===== src/rtl/bit_debouncer.sv =====
// Synchronising glitch filter for one raw control bit: clean level plus 1-cycle rise/fall pulses.
// Optional aborted-transition counter on glitch_cnt when BIT_DEBOUNCER_GLITCH_CNT_EN is defined.
module bit_debouncer #(
  parameter int unsigned SYNC_STAGES   = 2,
  parameter int unsigned STABLE_CYCLES = 4,
  parameter int unsigned CNT_W         = 8
) (
  input  logic       clk,
  input  logic       reset,
  input  logic       d,
  input  logic       en,
  output logic       q,
  output logic       rise,
  output logic       fall
`ifdef BIT_DEBOUNCER_GLITCH_CNT_EN
  ,
  output logic [7:0] glitch_cnt
`endif
);

  localparam logic [0:0]       StStable   = 1'b0;
  localparam logic [0:0]       StChanging = 1'b1;
  localparam logic [CNT_W-1:0] CntLast    = CNT_W'(STABLE_CYCLES - 1);

  logic [SYNC_STAGES-1:0] sync_q;
  logic                   s;
  logic [0:0]             state_q, state_d;
  logic [CNT_W-1:0]       cnt_q, cnt_d;
  logic                   level_q, level_d;
  logic                   rise_q, rise_d;
  logic                   fall_q, fall_d;
  logic                   abort;

  // The synchroniser runs every cycle; en only gates the stability filter.
  always_ff @(posedge clk or negedge reset) begin
    if (!reset) begin
      sync_q <= '0;
    end else begin
      sync_q <= {sync_q[SYNC_STAGES-2:0], d};
    end
  end

  assign s = sync_q[SYNC_STAGES-1];

  always_comb begin
    state_d = state_q;
    cnt_d   = cnt_q;
    level_d = level_q;
    abort   = 1'b0;
    unique case (state_q)
      StStable: begin
        if (en && (s != level_q)) begin
          if (STABLE_CYCLES == 1) begin
            level_d = s;
          end else begin
            cnt_d   = CNT_W'(1);
            state_d = StChanging;
          end
        end
      end
      StChanging: begin
        // Input fell back to the current level before the count completed.
        if (s == level_q) begin
          cnt_d   = '0;
          state_d = StStable;
          abort   = 1'b1;
        end else if (en) begin
          if (cnt_q == CntLast) begin
            level_d = s;
            cnt_d   = '0;
            state_d = StStable;
          end else begin
            cnt_d = cnt_q + CNT_W'(1);
          end
        end
      end
    endcase
  end

  assign rise_d = level_d & ~level_q;
  assign fall_d = ~level_d & level_q;

  always_ff @(posedge clk or negedge reset) begin
    if (!reset) begin
      state_q <= StStable;
      cnt_q   <= '0;
      level_q <= 1'b0;
      rise_q  <= 1'b0;
      fall_q  <= 1'b0;
    end else begin
      state_q <= state_d;
      cnt_q   <= cnt_d;
      level_q <= level_d;
      rise_q  <= rise_d;
      fall_q  <= fall_d;
    end
  end

  assign q    = level_q;
  assign rise = rise_q;
  assign fall = fall_q;

`ifdef BIT_DEBOUNCER_GLITCH_CNT_EN
  logic [7:0] glitch_q;

  always_ff @(posedge clk or negedge reset) begin
    if (!reset) begin
      glitch_q <= 8'd0;
    end else if (abort && (glitch_q != 8'hff)) begin
      glitch_q <= glitch_q + 8'd1;
    end
  end

  assign glitch_cnt = glitch_q;
`else
  logic unused_abort;
  assign unused_abort = abort;
`endif

endmodule


===== config.mk =====
export PLATFORM = sky130hd
export DESIGN_NAME = bit_debouncer
export DESIGN_NICKNAME = d
export VERILOG_FILES = /design/src/rtl/bit_debouncer.sv
export SDC_FILE = /design/constraint.sdc
export NUM_CORES = 1
export LEC_CHECK = 0
export BUFFER_PORTS_ARGS = -buffer_cell sky130_fd_sc_hd__clkbuf_2
export CAP_MARGIN = 10
export CELL_PAD_IN_SITES_DETAIL_PLACEMENT = 0
export CELL_PAD_IN_SITES_GLOBAL_PLACEMENT = 1
export CORE_UTILIZATION = 44
export DETAILED_ROUTE_END_ITERATION = 12
export PLACE_DENSITY_LB_ADDON = 0.2
export SLEW_MARGIN = 10
export SYNTH_ARGS = -nofsm -noshare
export SYNTH_HDL_FRONTEND = slang
export SYNTH_SLANG_ARGS = --single-unit

===== constraint.sdc =====
create_clock -name clk -period 2 [get_ports clk]
set_input_delay 0.6 -clock clk [delete_from_list [all_inputs] [get_ports clk]]
set_output_delay 0.6 -clock clk [all_outputs]
set_load 0.02 [all_outputs]

==> flow_metrics.tcl, run 1 <==
set metrics [dict create \
    status "finished clean" \
    power_frac_comb_pct 33.1 \
    grt_pass1_wl_um 2090 \
    yosysWarningCount 0 \
    synthCells 61 \
    reg2reg_slack_ns 0.29 \
    worst-slew-pin-transition_ns 0.472 \
    cp_cell_sequence "ha_1, nor4b_4, nand4_1, mux2_1" \
    timing.final.crit_share_pct 85.7 \
    io_pins 7 \
    cts_tree "done" \
    synth_top_area_cell "dfrtp_1" \
    port_buffers 6 \
    synth_area_um2 706 \
    busiest_layer "met1" \
    async_flop_share_pct 100 \
    drv_cap 0 \
    use_met2_pct 20.9 \
    r2r-start "cnt_q[0]" \
    die_w_um 42.0 \
    drc 0 \
    rows 14 \
    powerDensity_nw_per_um2 1020 \
    finalSetupViolations 0 \
    synth-edff-count 0 \
    startpoint_type "register" \
    dp_slack_ns 0.315 \
    yosys-top-cells-area "dfrtp_1 (50%), a22o_2 (4.3%), nor4b_4 (3.4%)" \
    cp_data_arrival_time_ns 1.88 \
    grt_max_degree 15 \
    antenna_found_initial 0 \
    wl_per_cell_um 13.5 \
    grtUsageMet3_pct 5.17 \
    final_cell_mix "dfrtp_1 (14), clkbuf_2 (6), nand2_1 (4), a21oi_1 (4), nand3_1 (4)" \
    seq_area_frac_synth_pct 49.6 \
    skew_ns 0.00292 \
    die-area_um2 1770 \
    final_common_cell "dfrtp_1" \
    drt_first_pass_iters 4 \
    clock_power_share_pct 19.5 \
    ir_worst_vdd_uv 673 \
    crit_type "register to register" \
    clk_latency_ns 0.28 \
    leakagePower_nw 0.383 \
    viasPerCell 5.55 \
    layout-drive-gt1-share_pct 25.0 \
    finalWorstSetupSlack_ns 0.286 \
    start_util_pct 46.8 \
    nNetsFinal 79 \
    place.gp.congestion 0.832 \
    synth.net_count 66 \
    switching_power_mw 0.284 \
    slowest_delay_ns 0.42 \
    fin_setup_tns_ns 0 \
    crit_fanout 4 \
    ctsHoldBuffers 0 \
    total_power_mw 0.811 \
    ys.flop_type "dfrtp_1" \
    ys_ff_latch 14 \
    clock-root-buffer "clkbuf_4" \
    rr_worst_depth 4 \
    die_y_um 42.0 \
    critPathSlowestCell "dfrtp_1" \
    clkTransAtPathRegs_ns 0.08 \
    ctsHtreeMaxLevel 1 \
    r2r_end "q" \
    ant_nets 0 \
    synth_top_area_share_pct 49.6 \
    coreArea_um2 1510 \
    swShare_pct 35.0 \
    finalHoldViolations 0 \
    numCtsBuffers 3 \
    routed_wl_um 1190 \
    rsz0062_at_grt "false" \
    grt_pass1_vias 449 \
    endpoint_kind "register" \
    grt_overflow_total 0 \
    drt_iter0_drc 12 \
    track_usage_pct 16.5 \
    diodes 0 \
    ctsLongestPathBuffers 2 \
    required_ns 2.17 \
    final_max_slew_viol_count 0 \
    fmax_ghz 0.583 \
    num_vias 488 \
    fin_crit_ns 1.71 \
    p_int_mw 0.527 \
    maxSlewHeadroom_pct 68.3 \
    clock-sinks 14 \
    avgSynthCellArea_um2 11.6 \
    syn_to_final_growth_pct 12.4 \
    cts_resized 0 \
    p_seq_share_pct 47.5 \
    hpwl_um 849 \
    met1_usage_pct 24.5 \
    cts_setup_buffers 0 \
    min_path_type "primary input to async pin" \
    synth_cell_type_count 27 \
]
## how the worst max path moves through the flow
stage	startpoint	end	slack [ns]	depth (start not counted)
6_report	cnt_q[0]	q	0.29	4
5_1_grt	cnt_q[0]	q	0.13	4
4_1_cts	cnt_q[0]	q	0.29	4
3_5_place_dp	cnt_q[0]	q	0.31	4
3_3_place_gp	cnt_q[0]	q	0.31	4
2_1_floorplan	cnt_q[0]	q	0.49	4
## power groups by stage
stage / Clock, mW / Combinational (mW) / Sequential, mW
2_1_floorplan: 0 / 0.181 / 0.388
3_3_place_gp: 0 / 0.268 / 0.390
3_5_place_dp: 0 / 0.268 / 0.389
4_1_cts: 0.164 / 0.270 / 0.384
5_1_grt: 0.174 / 0.297 / 0.397
6_report: 0.158 / 0.268 / 0.385
## synth_stat cells, drive strengths merged, types with 2 or more instances
master / number
dfrtp: 14
a21oi: 4
nand2: 4
nand3: 4
a22o: 3
inv: 3
nor3b: 3
a21o: 2
a31oi: 2
and3: 2
mux2i: 2
nand3b: 2
xnor2: 2
xor2: 2
## registers in the layout, summed over array words and instances (netlist names)
signal	cells
cnt_q	8
q	1
state_q	1
rise	1
fall	1
sync_q	2
## layout make-up
cell class | count | area [um^2]
inverters | 3 | 11.3
multi-input cells | 44 | 344
clock buffers | 3 | 22.5
well taps | 16 | 20.0
fillers | 129 | 713
repair buffers | 8 | 45.0
flip-flops and latches | 14 | 350
## worst max-delay path: cells and delay by family (launching register included)
kind | cells | cell delay, ns
flip-flops | 1 | 0.42
multiplexers | 1 | 0.37
adder cells (fa/ha/maj) | 1 | 0.23
AND/OR/NAND/NOR | 2 | 0.59
## cell families after synthesis
logic type / Yosys count / synth area share [%]
simple gates: 21 / 20.7
compound gates: 15 / 16.8
flops: 14 / 49.6
xor+xnor: 4 / 4.97
buf+inv: 3 / 1.60
mux: 3 / 4.43
fa+ha+maj: 1 / 1.77
## routing by layer
layer	share of wire, %	vias up
met4	2.1	0
met1	56	226
met3	3.2	2
met2	39	8
li1	-	252
met5	0	-
## per-stage QoR
step	hold WS, ns	utilization (%)	cell area [um^2]	std cells
after floorplan	0.304	-	706	61
after global placement	0.340	51.2	771	85
after detailed placement	0.336	51.2	771	85
after CTS	0.220	52.7	793	88
after global routing	0.222	52.7	793	88
final	0.207	52.7	793	88
Power figures use the tool's default switching activity.
==> inputs of run 2 (changes only) <==
--- a/config.mk
+++ b/config.mk
@@ -5,11 +5,12 @@
 export SDC_FILE = /design/constraint.sdc
 export NUM_CORES = 1
 export LEC_CHECK = 0
+export ABC_AREA = 1
 export BUFFER_PORTS_ARGS = -buffer_cell sky130_fd_sc_hd__clkbuf_2
 export CAP_MARGIN = 10
 export CELL_PAD_IN_SITES_DETAIL_PLACEMENT = 0
 export CELL_PAD_IN_SITES_GLOBAL_PLACEMENT = 1
-export CORE_UTILIZATION = 44
+export CORE_UTILIZATION = 40
 export DETAILED_ROUTE_END_ITERATION = 12
 export PLACE_DENSITY_LB_ADDON = 0.2
 export SLEW_MARGIN = 10
==> run 2 against run 1 <==
  * Design area rose by 11%
  * Non-clock buffer count fell by 2
  * Sequential power fell by 6.8%
  * Critical path type is now register to output pin
  * Largest cell class is now multi-input combinational cells
  * Largest power group unchanged
==> flow_metrics.tcl, run 2 <==
set metrics [dict create \
    status "finished clean" \
    coreArea_um2 1780 \
    ctsHtreeMaxLevel 1 \
    cp_data_arrival_time_ns 0.85 \
    min_path_type "primary input to async pin" \
    worst-slew-pin-transition_ns 0.355 \
    die_w_um 46.3 \
    grt_max_degree 15 \
    antenna_found_initial 0 \
    synth-edff-count 0 \
    numCtsBuffers 3 \
    power_frac_comb_pct 27.0 \
    timing.final.crit_share_pct 72.6 \
    crit_type "register to output pin" \
    clock-root-buffer "clkbuf_4" \
    diodes 0 \
    slowest_delay_ns 0.41 \
    top_regs "cnt_q x8, sync_q x2" \
    synth_top_area_share_pct 44.6 \
    layout-drive-gt1-share_pct 11.3 \
    synth_area_um2 786 \
    p_int_mw 0.496 \
    clock-sinks 14 \
    ctsLongestPathBuffers 2 \
    crit_fanout 4 \
    place.gp.congestion 0.826 \
    drt_first_pass_iters 4 \
    clk_latency_ns 0.28 \
    avgSynthCellArea_um2 6.89 \
    viasPerCell 4.52 \
    total_power_mw 0.768 \
    grt_pass1_vias 623 \
    switching_power_mw 0.272 \
    clkTransAtPathRegs_ns 0.08 \
    die_y_um 46.3 \
    yosys-top-cells-area "dfrtp_1 (45%), nand2_1 (21%), inv_1 (9.6%)" \
    synthCells 114 \
    final_common_cell "nand2_1" \
    path_delay_family "flip-flops" \
    nNetsFinal 130 \
    path_buf_inv 1 \
    fin_setup_tns_ns 0 \
    die-area_um2 2150 \
    rows 15 \
    drt_iter0_drc 25 \
    drv_cap 0 \
    drc 0 \
    endpoint_kind "output pin" \
    synth_cell_type_count 13 \
    leakagePower_nw 0.511 \
    skew_ns 0.00171 \
    finalHoldViolations 0 \
    ys_ff_latch 14 \
    final_max_slew_viol_count 0 \
    finalSetupViolations 0 \
    port_buffers 6 \
    maxSlewHeadroom_pct 76.3 \
    ant_nets 0 \
    seq_area_frac_synth_pct 44.6 \
    hpwl_um 1220 \
    cts_tree "done" \
    io_pins 7 \
    grt_pass1_wl_um 2660 \
    startpoint_type "register" \
    grt_overflow_total 0 \
    swShare_pct 35.5 \
    cp_cell_sequence "clkbuf_2" \
    start_util_pct 44.1 \
    yosysWarningCount 0 \
    ir_worst_vdd_uv 519 \
    ys_top_cells_by_count "nand2_1 (45), inv_1 (20), dfrtp_1 (14), nor2_1 (11), nand3_1 (9)" \
    track_usage_pct 18.3 \
    wl_per_cell_um 10.4 \
    largest_register_ffs 8 \
    fmax_ghz 0.689 \
    ys.flop_type "dfrtp_1" \
    cts_resized 0 \
    rsz0062_at_grt "false" \
    async_flop_share_pct 100 \
    synth.most_common_cell "nand2_1" \
    ctsHoldBuffers 0 \
    required_ns 1.40 \
    powerDensity_nw_per_um2 870 \
    regMostFlops "cnt_q" \
    routed_wl_um 1550 \
    num_vias 673 \
    final_cell_mix "nand2_1 (45), inv_1 (20), dfrtp_1 (14), nor2_1 (11), nand3_1 (9)" \
    p_seq_share_pct 46.7 \
    clock_power_share_pct 26.3 \
    critPathSlowestCell "dfrtp_1" \
    cts_setup_buffers 0 \
    synth.net_count 119 \
    synth_top_area_cell "dfrtp_1" \
    fin_crit_ns 1.45 \
    syn_to_final_growth_pct 12.4 \
]
-- run 2: changes by cell type after synthesis, moves of 3 or more --
cell | previous run | this run
a22o_2 | 3 | 0
nor2_1 | 1 | 11
a21oi_1 | 4 | 0
nand2_1 | 4 | 45
o21ai_0 | 1 | 4
inv_1 | 3 | 20
nand3_1 | 4 | 9
-- run 2: path summary, 6_finish.rpt --
kind,endpoint,slack [ns],startpoint,cells after the start
min in group clk,sync_q[1],0.36,sync_q[0],0
worst min register to register,sync_q[1],0.36,sync_q[0],0
worst max register to register,cnt_q[2],0.59,cnt_q[0],8
max in group asynchronous,sync_q[1],1.53,reset,1
worst min-delay path,fall,0.21,reset,1
worst max-delay path,q,0.55,q,1
-- run 2: area by class of cell --
class | instances | area [um^2]
fillers | 191 | 900
well taps | 25 | 31.3
repair buffers | 6 | 30.0
inverters | 20 | 75.1
multi-input cells | 80 | 360
flip-flops and latches | 14 | 350
clock buffers | 4 | 36.3
-- run 2: cell families (layout without fill, tap and decap cells) --
| group | count (synthesis) | in the layout | synth area share, % |
|---|---|---|---|
| compound gates | 5 | 5 | 3.34 |
| xor+xnor | 2 | 2 | 2.23 |
| fa+ha+maj | 1 | 1 | 1.59 |
| simple gates | 72 | 72 | 38.7 |
| flops | 14 | 14 | 44.6 |
| buf+inv | 20 | 30 | 9.55 |
-- run 2: through the flow --
step | hold WS [ns] | setup slack (ns) | utilization, % | instance area, um^2 | cells
final | 0.209 | 0.548 | 49.5 | 883 | 149
after global routing | 0.231 | 0.453 | 49.5 | 883 | 149
after CTS | 0.212 | 0.532 | 49.5 | 883 | 149
after detailed placement | 0.344 | 0.536 | 47.5 | 847 | 145
after global placement | 0.338 | 0.504 | 47.5 | 847 | 145
after floorplan | 0.304 | 0.765 | - | 786 | 114
-- run 2: power by group through the flow --
stage	registers [mW]	logic, mW	clock network (mW)
2_1_floorplan	0.362	0.151	0
3_3_place_gp	0.362	0.212	0
3_5_place_dp	0.364	0.209	0
4_1_cts	0.358	0.209	0.208
5_1_grt	0.365	0.241	0.216
6_report	0.359	0.208	0.202
-- run 2: routing by layer --
layer,vias to the layer above,share of wire (%),track usage (%)
met3,5,2.8,2.35
li1,364,-,-
met2,12,41,25.6
met5,-,0,0
met1,292,53,26.0
met4,0,3.0,12.4
==> inputs of run 3 (changes only) <==
==> constraint.sdc (replaced) <==
create_clock -name clk -period 1.4 [get_ports clk]
set_input_delay 0.42 -clock clk [delete_from_list [all_inputs] [get_ports clk]]
set_output_delay 0.42 -clock clk [all_outputs]
set_load 0.02 [all_outputs]
==> run 3 against run 2 <==
  * Flip-flop and latch count did not move
  * Global-route usage rose by 0.47 points
  * Worst hold slack got worse by 0.19 ns
  * Via count rose by 6.7%
==> flow_metrics.tcl, run 3 (synthesized netlist as in run 2, its figures left out) <==
set metrics [dict create \
    status "finished clean" \
    die_w_um 46.3 \
    layout-drive-gt1-share_pct 14.1 \
    drc 0 \
    num_vias 718 \
    dp_slack_ns 0.165 \
    cp_cell_sequence "clkbuf_2" \
    io_pins 7 \
    rr_worst_depth 8 \
    timing.final.crit_share_pct 92.2 \
    diodes 0 \
    drt_first_pass_iters 4 \
    rows 15 \
    path_delay_family "flip-flops" \
    final_common_cell "nand2_1" \
    required_ns 0.98 \
    crit_cells 1 \
    coreArea_um2 1780 \
    rsz0062_at_grt "false" \
    finalNonFillerCells 153 \
    wl_per_cell_um 10.7 \
    port_buffers 6 \
    numCtsBuffers 3 \
    leakagePower_nw 0.530 \
    min_path_type "primary input to async pin" \
    ctsLongestPathBuffers 2 \
    crit_type "register to output pin" \
    drv_cap 0 \
    track_usage_pct 18.8 \
    place.gp.congestion 0.851 \
    cp-startpoint "q" \
    r2r_end "cnt_q[6]" \
    critPathSlowestCell "dfrtp_1" \
    ctsHtreeMaxLevel 1 \
    grt_pass1_vias 650 \
    worst-slew-pin-transition_ns 0.347 \
    dpl.cell_count 148 \
    finalHoldViolations 0 \
    powerDensity_nw_per_um2 1270 \
    finalWorstSetupSlack_ns 0.109 \
    maxSlewHeadroom_pct 76.9 \
    die-area_um2 2150 \
    total_power_mw 1.16 \
    start_util_pct 44.1 \
    hpwl_um 1250 \
    clk_latency_ns 0.28 \
    ant_nets 0 \
    skew_ns 0.00301 \
    clock-sinks 14 \
    final_cell_mix "nand2_1 (45), inv_1 (20), dfrtp_1 (14), nor2_1 (11), nand3_1 (9)" \
    clock-root-buffer "clkbuf_4" \
    r2r-start "cnt_q[1]" \
    grt_pass1_wl_um 2770 \
    syn_to_final_growth_pct 16.2 \
    ir_worst_vdd_uv 635 \
    regMostFlops "cnt_q" \
    fin_setup_tns_ns 0 \
    fmax_ghz 0.774 \
    grt_max_degree 15 \
    grt_overflow_total 0 \
    critPathCapture "q" \
    nNetsFinal 134 \
    slowest_delay_ns 0.40 \
    routed_wl_um 1640 \
    cp_data_arrival_time_ns 0.87 \
    largest_register_ffs 8 \
    timing.hold.ws_ns 0.0215 \
    startpoint_type "register" \
    viasPerCell 4.69 \
    top_regs "cnt_q x8, sync_q x2" \
    endpoint_kind "output pin" \
    crit_fanout 4 \
    final_max_slew_viol_count 0 \
    fin_crit_ns 1.29 \
    reg2reg_slack_ns 0.13 \
    antenna_found_initial 0 \
    finalSetupViolations 0 \
    clkTransAtPathRegs_ns 0.09 \
    cts_tree "done" \
    path_buf_inv 1 \
    die_y_um 46.3 \
    drt_iter0_drc 17 \
]
-- run 3: layer usage --
layer	GRT usage, %	part of all wire (%)	vias up	wire, um
li1	-	-	377	-
met1	27.1	53	330	870
met2	26.7	43	7	697
met3	3.53	2.0	4	33
met4	8.82	2.1	0	34
met5	0	0	-	0
-- run 3: power by group --
part | switching [mW] | internal [mW]
combinational | 0.226 | 0.137
clock | 0.135 | 0.158
sequential | 0.0498 | 0.456
total | 0.411 | 0.752
-- run 3: what timing repair did --
action,CTS,global route
buffers inserted,0,1
resized for setup,0,0
hold buffers,0,0
setup endpoints to repair,0,1
-- run 3: worst min path at each step --
stage / end / slack (ns)
2_1_floorplan: cnt_q[0] / 0.12
3_3_place_gp: sync_q[1] / 0.33
3_5_place_dp: cnt_q[4] / 0.34
4_1_cts: rise / 0.03
5_1_grt: fall / 0.03
6_report: rise / 0.02
-- run 3: area by class of cell --
| type | count | area (um^2) |
|---|---|---|
| repair buffers | 10 | 60.1 |
| inverters | 20 | 75.1 |
| clock buffers | 4 | 36.3 |
| flip-flops and latches | 14 | 350 |
| multi-input cells | 80 | 360 |
| well taps | 25 | 31.3 |
| fillers | 187 | 870 |
-- run 3: metrics by stage --
| stage | area, um^2 | utilization, % |
|---|---|---|
| floorplan | 786 | - |
| global placement | 870 | 48.8 |
| detailed placement | 870 | 48.8 |
| CTS | 906 | 50.8 |
| global route | 913 | 51.2 |
| finish | 913 | 51.2 |
